--- src/rtl/sha256_pkg.sv ---
// rtl/sha256_pkg.sv - shared constants, IV and state encoding for the SHA-256 chaining-state bank
package sha256_pkg;
   localparam int SHA_WIDTH = 32;
   localparam int SHA_WORDS = 8;
   localparam int SHA_CNT_W = 8;

   // word 0 (H0) occupies the least significant 32 bits
   localparam logic [SHA_WORDS*SHA_WIDTH-1:0] SHA_IV = {
      32'h5be0cd19, 32'h1f83d9ab, 32'h9b05688c, 32'h510e527f,
      32'ha54ff53a, 32'h3c6ef372, 32'hbb67ae85, 32'h6a09e667};

   typedef enum logic [1:0] {
      ST_IDLE  = 2'd0,
      ST_PASS1 = 2'd1,
      ST_PASS2 = 2'd2,
      ST_DONE  = 2'd3
   } state_t;
endpackage

--- src/rtl/hstate_adder.sv ---
// rtl/hstate_adder.sv - combinational WORDS-lane modular adder (carry discarded per lane)
module hstate_adder #(
   parameter int WIDTH = 32,
   parameter int WORDS = 8
) (
   input  logic [WORDS*WIDTH-1:0] i_a,
   input  logic [WORDS*WIDTH-1:0] i_b,
   output logic [WORDS*WIDTH-1:0] o_sum
);
   for (genvar g = 0; g < WORDS; g++) begin : g_lane
      assign o_sum[g*WIDTH +: WIDTH] = i_a[g*WIDTH +: WIDTH] + i_b[g*WIDTH +: WIDTH];
   end
endmodule

--- src/rtl/sha256_hstate_bank.sv ---
// rtl/sha256_hstate_bank.sv - SHA-256 chaining-state bank sequencing single/double passes
// Optional midstate capture/resume enabled by defining SHA_MIDSTATE_EN.
module sha256_hstate_bank
   import sha256_pkg::*;
#(
   parameter int WIDTH = SHA_WIDTH,
   parameter int WORDS = SHA_WORDS,
   parameter int CNT_W = SHA_CNT_W,
   parameter logic [WORDS*WIDTH-1:0] IV = SHA_IV
) (
   input  logic                   clk,
   input  logic                   rst,
   input  logic                   start,
   input  logic                   double_en,
   input  logic                   in_valid,
   output logic                   in_ready,
   input  logic                   in_last,
   input  logic [WORDS*WIDTH-1:0] in_words,
   output logic [WORDS*WIDTH-1:0] h_state,
   output logic [CNT_W-1:0]       blk_cnt,
   output logic [WORDS*WIDTH-1:0] p1_digest,
   output logic [WORDS*WIDTH-1:0] digest,
   output logic                   digest_valid,
   input  logic                   digest_ready,
`ifdef SHA_MIDSTATE_EN
   input  logic                   start_mid,
   output logic                   mid_valid,
`endif
   output logic                   busy
);
   state_t                 r_state;
   logic                   r_double;
   logic                   r_dv;
   logic [WORDS*WIDTH-1:0] r_h, r_p1, r_dig;
   logic [CNT_W-1:0]       r_cnt;
   logic [WORDS*WIDTH-1:0] w_sum, w_load_h;
   logic [CNT_W-1:0]       w_cnt_inc, w_load_cnt;
   logic                   w_accept, w_can_start, w_go, w_go_mid;

   hstate_adder #(.WIDTH(WIDTH), .WORDS(WORDS)) u_adder (
      .i_a  (r_h),
      .i_b  (in_words),
      .o_sum(w_sum)
   );

   assign in_ready     = (r_state == ST_PASS1) || (r_state == ST_PASS2);
   assign busy         = (r_state != ST_IDLE);
   assign h_state      = r_h;
   assign blk_cnt      = r_cnt;
   assign p1_digest    = r_p1;
   assign digest       = r_dig;
   assign digest_valid = r_dv;

   assign w_accept    = in_valid && in_ready;
   assign w_can_start = (r_state == ST_IDLE) || ((r_state == ST_DONE) && digest_ready);
   assign w_go        = w_can_start && start;
   assign w_cnt_inc   = (&r_cnt) ? r_cnt : r_cnt + CNT_W'(1);

`ifdef SHA_MIDSTATE_EN
   logic [WORDS*WIDTH-1:0] r_mid;
   logic                   r_mid_valid;
   assign mid_valid  = r_mid_valid;
   assign w_go_mid   = w_can_start && !start && start_mid && r_mid_valid;
   assign w_load_h   = w_go ? IV : r_mid;
   assign w_load_cnt = w_go ? '0 : CNT_W'(1);

   // midstate is the chaining value after the first non-final block of PASS1
   always_ff @(posedge clk) begin
      if (rst) begin
         r_mid       <= '0;
         r_mid_valid <= 1'b0;
      end else if (w_go) begin
         r_mid_valid <= 1'b0;
      end else if (w_accept && (r_state == ST_PASS1) && (r_cnt == '0) && !in_last) begin
         r_mid       <= w_sum;
         r_mid_valid <= 1'b1;
      end
   end
`else
   assign w_go_mid   = 1'b0;
   assign w_load_h   = IV;
   assign w_load_cnt = '0;
`endif

   always_ff @(posedge clk) begin
      if (rst) begin
         r_state  <= ST_IDLE;
         r_double <= 1'b0;
         r_dv     <= 1'b0;
         r_h      <= IV;
         r_p1     <= '0;
         r_dig    <= '0;
         r_cnt    <= '0;
      end else if (w_go || w_go_mid) begin
         r_state  <= ST_PASS1;
         r_double <= double_en;
         r_dv     <= 1'b0;
         r_h      <= w_load_h;
         r_cnt    <= w_load_cnt;
      end else begin
         case (r_state)
            ST_DONE: begin
               if (digest_ready) begin
                  r_dv    <= 1'b0;
                  r_state <= ST_IDLE;
               end
            end
            ST_PASS1, ST_PASS2: begin
               if (w_accept) begin
                  r_cnt <= w_cnt_inc;
                  if (!in_last) begin
                     r_h <= w_sum;
                  end else if ((r_state == ST_PASS1) && r_double) begin
                     // second pass hashes the first digest from a fresh IV
                     r_p1    <= w_sum;
                     r_h     <= IV;
                     r_cnt   <= '0;
                     r_state <= ST_PASS2;
                  end else begin
                     r_dig   <= w_sum;
                     r_dv    <= 1'b1;
                     r_h     <= w_sum;
                     r_state <= ST_DONE;
                  end
               end
            end
            default: ;
         endcase
      end
   end
endmodule

--- config.mk ---
export PLATFORM = sky130hd
export DESIGN_NAME = sha256_hstate_bank
export DESIGN_NICKNAME = d
export VERILOG_FILES = /design/src/rtl/sha256_pkg.sv /design/src/rtl/hstate_adder.sv /design/src/rtl/sha256_hstate_bank.sv
export SDC_FILE = /design/constraint.sdc
export NUM_CORES = 2
export LEC_CHECK = 0
export ABC_AREA = 1
export BUFFER_PORTS_ARGS = -buffer_cell sky130_fd_sc_hd__buf_2
export CAP_MARGIN = 25
export CORE_AREA = 2 2 405 407
export CTS_CLUSTER_SIZE = 10
export DETAILED_ROUTE_END_ITERATION = 16
export DIE_AREA = 0 0 407 409
export MAX_ROUTING_LAYER = met4
export PLACE_DENSITY = 0.47
export SYNTH_ARGS = -nofsm -noshare
export SYNTH_HDL_FRONTEND = slang
export SYNTH_SLANG_ARGS = --single-unit
--- constraint.sdc ---
create_clock -name clk -period 3.9 [get_ports clk]
set_input_delay 0.195 -clock clk [delete_from_list [all_inputs] [get_ports clk]]
set_output_delay 0.195 -clock clk [all_outputs]
set_load 0.05 [all_outputs]
# Word-level counts from Yosys, hierarchy flattened
# Index checks and enable logic that the tools add are counted.
[word_totals]
register_bits = 780
input_bits = 263
output_inout_bits = 779
[classes]
n_addsub = 9
n_eq_ne = 10
muxes = 16
bitwise_logic = 2
reduce_logical = 19
[ops]
columns = ["op", "count"]
rows = [
  ["$mux W256", 2],
  ["$add A32 B32 Y32", 8],
  ["$mux W8", 3],
  ["$reduce_and A5 Y1", 3],
  ["$ne A3 B3 Y1 const B", 3],
  ["$add A8 B1 Y8 const B", 1],
  ["$ne A2 B2 Y1 const B", 4],
  ["$reduce_and A4 Y1", 2],
  ["$reduce_and A8 Y1", 1],
  ["$mux W1", 6],
  ["$mux W2", 3],
  ["$eq A2 B2 Y1 const B", 2],
  ["$logic_and A1 B1 Y1", 4],
  ["$pmux W2 S2", 1],
  ["$reduce_bool A2 Y1", 2],
  ["$reduce_or A2 Y1", 2],
  ["$reduce_bool A3 Y1", 1],
  ["$eq A2 B1 Y1 const B", 1],
  ["$logic_not A2 Y1", 1],
  ["$logic_or A1 B1 Y1", 2],
  ["$not A1 Y1", 2],
  ["$pmux W1 S2", 1],
  ["$reduce_and A2 Y1", 1],
]

# Depth between registers and ports, before layout
[depth]
word_depth = 7
ltp_mapped = 15
ltp_nobuf = 14

# Modules after synthesis
# Synthesis repeated with hierarchy kept, for this count alone.
[unflattened]
hier_cells = 7358
hier_area_um2 = 45936.6
[by_module_without_submodules]
columns = ["mod", "n_inst", "cells_per_inst", "area_per_inst_um2", "seq_area_each_um2"]
rows = [
  ["sha256_hstate_bank", 1, 3427, 27241.1, 15615.0],
  ["hstate_adder", 1, 3931, 18695.4, 0.0],
]

# Worst setup path before layout
# OpenSTA, ideal clock, no wires.
[synth_timing]
path_type = "register to register"
start = "register r_state[0]"
end = "register r_p1[174], in the netlist p1_digest[174]"
arrival_ps = 2232
t_required_ps = 3783
slack_ps = 1552
stages_incl_launch_ff = 15
period_less_slack_ps = 2348
path_cell_list = "dfxtp_1 > inv_1 > ha_1 > nand2_1 > inv_2 > nand2_2 > nor2_4 > nand2_2 > buf_6 > inv_6 > buf_6 > buf_2 > nand2_1 > o211ai_1 > inv_1"
[synth_between]
elab_cells_between_ends = 13
[synth_lines]
columns = ["element", "line", "source"]
rows = [
  ["from (decl)", "sha256_hstate_bank.sv:31", "state_t r_state;"],
  ["from (signal assigned)", "sha256_hstate_bank.sv:87", "r_state <= ST_IDLE;"],
  ["from (signal assigned)", "sha256_hstate_bank.sv:95", "r_state <= ST_PASS1;"],
  ["from (signal assigned)", "sha256_hstate_bank.sv:105", "r_state <= ST_IDLE;"],
  ["$eq A2 B1 Y1 or $eq A2 B2 Y1 (tied branches)", "sha256_hstate_bank.sv:46", "assign in_ready = (r_state == ST_PASS1) || (r_state == ST_PASS2);"],
  ["$logic_or A1 B1 Y1 *", "sha256_hstate_bank.sv:46", ""],
  ["named net in_ready", "sha256_hstate_bank.sv:16", "output logic in_ready,"],
  ["$logic_and A1 B1 Y1 *", "sha256_hstate_bank.sv:54", "assign w_accept = in_valid && in_ready;"],
  ["$reduce_and A5 Y1 (no source line) *", "-", ""],
  ["to (signal assigned)", "sha256_hstate_bank.sv:115", "r_p1 <= w_sum;"],
  ["to (decl)", "sha256_hstate_bank.sv:34", "logic [WORDS*WIDTH-1:0] r_h, r_p1, r_dig;"],
]
# Mark *: on every way through the listed nets, which the timed path passes. The rest lies on a longest branch.
# A chain may end at the register's enable or synchronous reset.

# Final worst setup path
[layout_timing]
start = "register r_state[0]"
end = "register r_dig[20], in the netlist digest[20]"
[layout_between]
elab_chain_len = 6
elab_cells_between_ends = 14
[layout_lines]
columns = ["element", "line", "source"]
rows = [
  ["$eq A2 B2 Y1", "sha256_hstate_bank.sv:55", "assign w_can_start = (r_state == ST_IDLE) || ((r_state == ST_DONE) && digest_ready);"],
  ["$logic_and A1 B1 Y1", "sha256_hstate_bank.sv:55", ""],
  ["$logic_or A1 B1 Y1", "sha256_hstate_bank.sv:55", ""],
  ["$logic_and A1 B1 Y1", "sha256_hstate_bank.sv:56", "assign w_go = w_can_start && start;"],
  ["$not A1 Y1 (no source line)", "-", ""],
  ["$reduce_and A5 Y1 (no source line) *", "-", ""],
  ["to (signal assigned)", "sha256_hstate_bank.sv:120", "r_dig <= w_sum;"],
  ["to (decl)", "sha256_hstate_bank.sv:34", ""],
]
# Every way passes the cells marked *; elsewhere a longest branch is shown, timed or not.

==> results.py <==
metrics = {
    "outcome": {
        "status": "finished clean",
    },
    "die": {
        "coreArea_sq_mm": 0.162,
        "start_util_pct": 29.2,
        "num_rows": 148,
        "dieHeight_um": 409,
        "die-area_sq_mm": 0.166,
        "ios": 1042,
        "die_x_um": 407,
    },
    "timing": {
        "fin_crit_ns": 3.30,
        "worst_slew_pin_slew_ns": 1.07,
        "slew_viol_final": 0,
        "tns_ns": 0,
        "rsz0062_at_grt": "false",
        "timing.final.crit_share_pct": 84.5,
        "relSlewSlack_pct": 28.4,
        "setup_slack_ns": 0.605,
        "fin_skew_ns": 0.0377,
        "fmax_mhz": 303,
        "setup_viol": 0,
        "finalHoldViolations": 0,
    },
    "setup_path": {
        "r2r-start": "r_state[0]$_SDFFE_PP0P_",
        "worstSetupStartpoint": "r_state[0]$_SDFFE_PP0P_",
        "required_ns": 4.57,
        "worstPathArrival_ns": 3.97,
        "start_kind": "flip-flop",
        "critPathKind": "reg2reg",
        "cp-end-kind": "flip-flop",
        "worst-r2r-setup-slack_ns": 0.60,
        "crit_fanout": 135,
        "reg2reg_to": "digest[20]$_SDFFE_PP0P_",
        "reg2regPathDepth": 11,
        "endpoint": "digest[20]$_SDFFE_PP0P_",
    },
    "global_route": {
        "grt_pass1_vias": 48800,
        "grt_max_degree": 165,
        "antenna_found_initial": 48,
        "grtUsageTotal_pct": 28.0,
        "grt_overflow": 0,
        "grt_pass1_wl_mm": 334,
    },
    "final_layout": {
        "drive_above_1_share_pct": 14.2,
        "nNetsFinal": 9283,
        "area_growth_pct": 23.8,
    },
    "synthesis": {
        "synthCells": 7770,
        "synth.area.mux_share_pct": 0,
        "synth_warnings": 0,
        "synth_top_family_by_area": "simple AND/OR/NAND/NOR gates",
        "yosys.area_share.simple_pct": 34.9,
        "synth_cell_types": 38,
        "ys_seq_area_share_pct": 33.0,
        "syn_area_per_cell_sq_um": 6.09,
        "netlist_area_sq_mm": 0.0473,
        "synth-xor-area-share_pct": 2.35,
        "synth_compound_area_share_pct": 10.4,
        "synth.ff_latch_count": 780,
        "syn_nets": 8293,
        "synthAdderAreaFrac_pct": 7.00,
    },
    "placement": {
        "routabilityCongestion": 0.984,
        "dp_hpwl_mm": 187,
        "io_buffers": 1041,
        "pre_cts_slack_ns": 0.735,
    },
    "power": {
        "power.share.combinational_pct": 29.6,
        "clock_power_share_pct": 36.9,
        "power_switching_mw": 10.1,
        "seq_power_share_pct": 33.4,
        "p_sw_share_pct": 39.0,
        "power_per_cell_area_mw_per_mm2": 442,
        "leakagePower_nw": 32.9,
        "irDropWorstVdd_mv": 0.368,
        "intPower_mw": 15.8,
    },
    "drt": {
        "wl_mm": 236,
        "firstDrtPassIters": 9,
        "first_iter_violations": 3748,
        "ant_nets": 0,
        "num_vias": 52000,
        "drc": 0,
        "wl_per_cell_um": 21.4,
        "vias_per_cell": 4.71,
    },
    "clocking": {
        "clk_pin_slew_worst_paths_ns": 0.06,
        "cts.sinks": 780,
        "hold_buffers": 52,
        "htree_levels": 3,
        "postCtsSetupBuffers": 0,
        "cts_root_buf": "clkbuf_16",
        "cts_buffer_depth": 3,
        "cts_buffers": 100,
        "cts_resized": 0,
        "cts_tree": "yes",
        "clock_latency_ns": 0.73,
    },
    "job": {
        "max-cap-violations": 0,
    },
    "worst_hold_path": {
        "hold_class": "in2reg",
    },
}
cell families after synthesis:
family,Yosys count
DFF,780
adders and majority gates,260
AOI/OAI and AO/OA,938
xor gates and xnor gates,127
and+or+nand+nor,4160
buffers and inverters,1505
cell type report:
class | instances | area (sq um)
clock buffer | 145 | 2900
clock inverter | 22 | 375
antenna | 37 | 92.6
sequential | 780 | 15600
timing repair buffer | 1138 | 6250
tap | 2175 | 2720
inverter | 1255 | 4750
fill | 18100 | 103000
multi-input combinational | 5485 | 25900
per-stage QoR:
stage                     hold slack (ns)  area, sq um  instances  util, %  power, mW
after CTS                       0.0000737        58500      11000     36.1       26.2
after detailed placement            0.463        54700      10800     33.8       16.4
after global routing               0.0487        58600      11000     36.1       27.1
after floorplan                     0.359        47300       7770        -       13.6
after global placement              0.453        54700      10800     33.8       16.4
final                              0.0577        58600      11000     36.2       25.9
cell usage after synthesis (all sizes together):
cell	count	share of area (%)
nand2	2349	19
nand3b	9	0.14
a21o	16	0.25
a21oi	483	5.1
dfxtp	780	33
o22ai	1	0.013
fa	8	0.34
o21bai	27	0.43
and3	1	0.013
o211ai	41	0.65
nor3	47	0.51
a22oi	4	0.063
o21ai	359	3.8
nor2	1202	9.6
xor2	92	1.7
nand3	498	5.3
o21a	1	0.016
xnor2	35	0.65
nand4	28	0.37
ha	252	6.7
nor4	3	0.040
and2	13	0.17
nor3b	1	0.016
buf	131	1.5
or2	9	0.12
a211oi	3	0.048
a31oi	3	0.040
inv	1255	10
clkbuf	119	0.94
worst max-delay path, cell delays in order, from the launching register on:
cell and delay, ns:
dfxtp_1 0.38, inv_1 0.06, ha_1 0.39, nand2_4 0.22
inv_4 0.14, nand2_2 0.09, nor3_4 0.23, buf_12 0.37
buf_4 0.56, o21ai_0 0.14, a21o_1 0.17, inv_1 0.04
flip-flops by register name, indices dropped and copies added, names as in the netlist:
name and count:
r_double 1, digest 256, blk_cnt 8, p1_digest 256, h_state 256, digest_valid 1, r_state 2
worst min-delay path by stage:
stage,from,to,slack [ns],depth (start not counted)
2_1_floorplan,double_en,r_double$_SDFFE_PP0P_,0.36,2
3_3_place_gp,digest[66]$_SDFFE_PP0P_,digest[66]$_SDFFE_PP0P_,0.45,2
3_5_place_dp,digest[66]$_SDFFE_PP0P_,digest[66]$_SDFFE_PP0P_,0.46,2
4_1_cts,in_words[17],h_state[17]$_SDFFE_PP0P_,0.00007,5
5_1_grt,in_valid,h_state[172]$_SDFFE_PP0P_,0.05,4
6_report,in_words[17],h_state[17]$_SDFFE_PP0P_,0.06,5
cells in the final DEF, fill, tap and decap left out, types with 52 or more instances in the layout:
master / count
xor2_1: 92
o21ai_0: 313
buf_2: 1040
inv_1: 1247
dlygate4sd3_1: 52
a21oi_1: 483
dfxtp_1: 780
nand3_1: 498
nor2_1: 1200
ha_1: 252
clkbuf_16: 103
nand2_1: 2345
per-layer routing:
layer  global-route usage, %  vias up  wire length, um
met1                    33.8    24200           101000
li1                        -    26000                -
met4                    11.8        0            10800
met3                    4.49      358            13800
met2                    46.0     1475           111000
met5                       -        -                0
power groups by stage:
stage / sequential, mW / combinational (mW) / clock (mW)
6_report: 8.67 / 7.68 / 9.57
5_1_grt: 8.70 / 8.33 / 10.1
4_1_cts: 8.66 / 7.69 / 9.80
3_5_place_dp: 8.83 / 7.62 / 0
3_3_place_gp: 8.83 / 7.61 / 0
2_1_floorplan: 9.93 / 3.66 / 0
No activity file was read; power rests on OpenSTA's default activity.
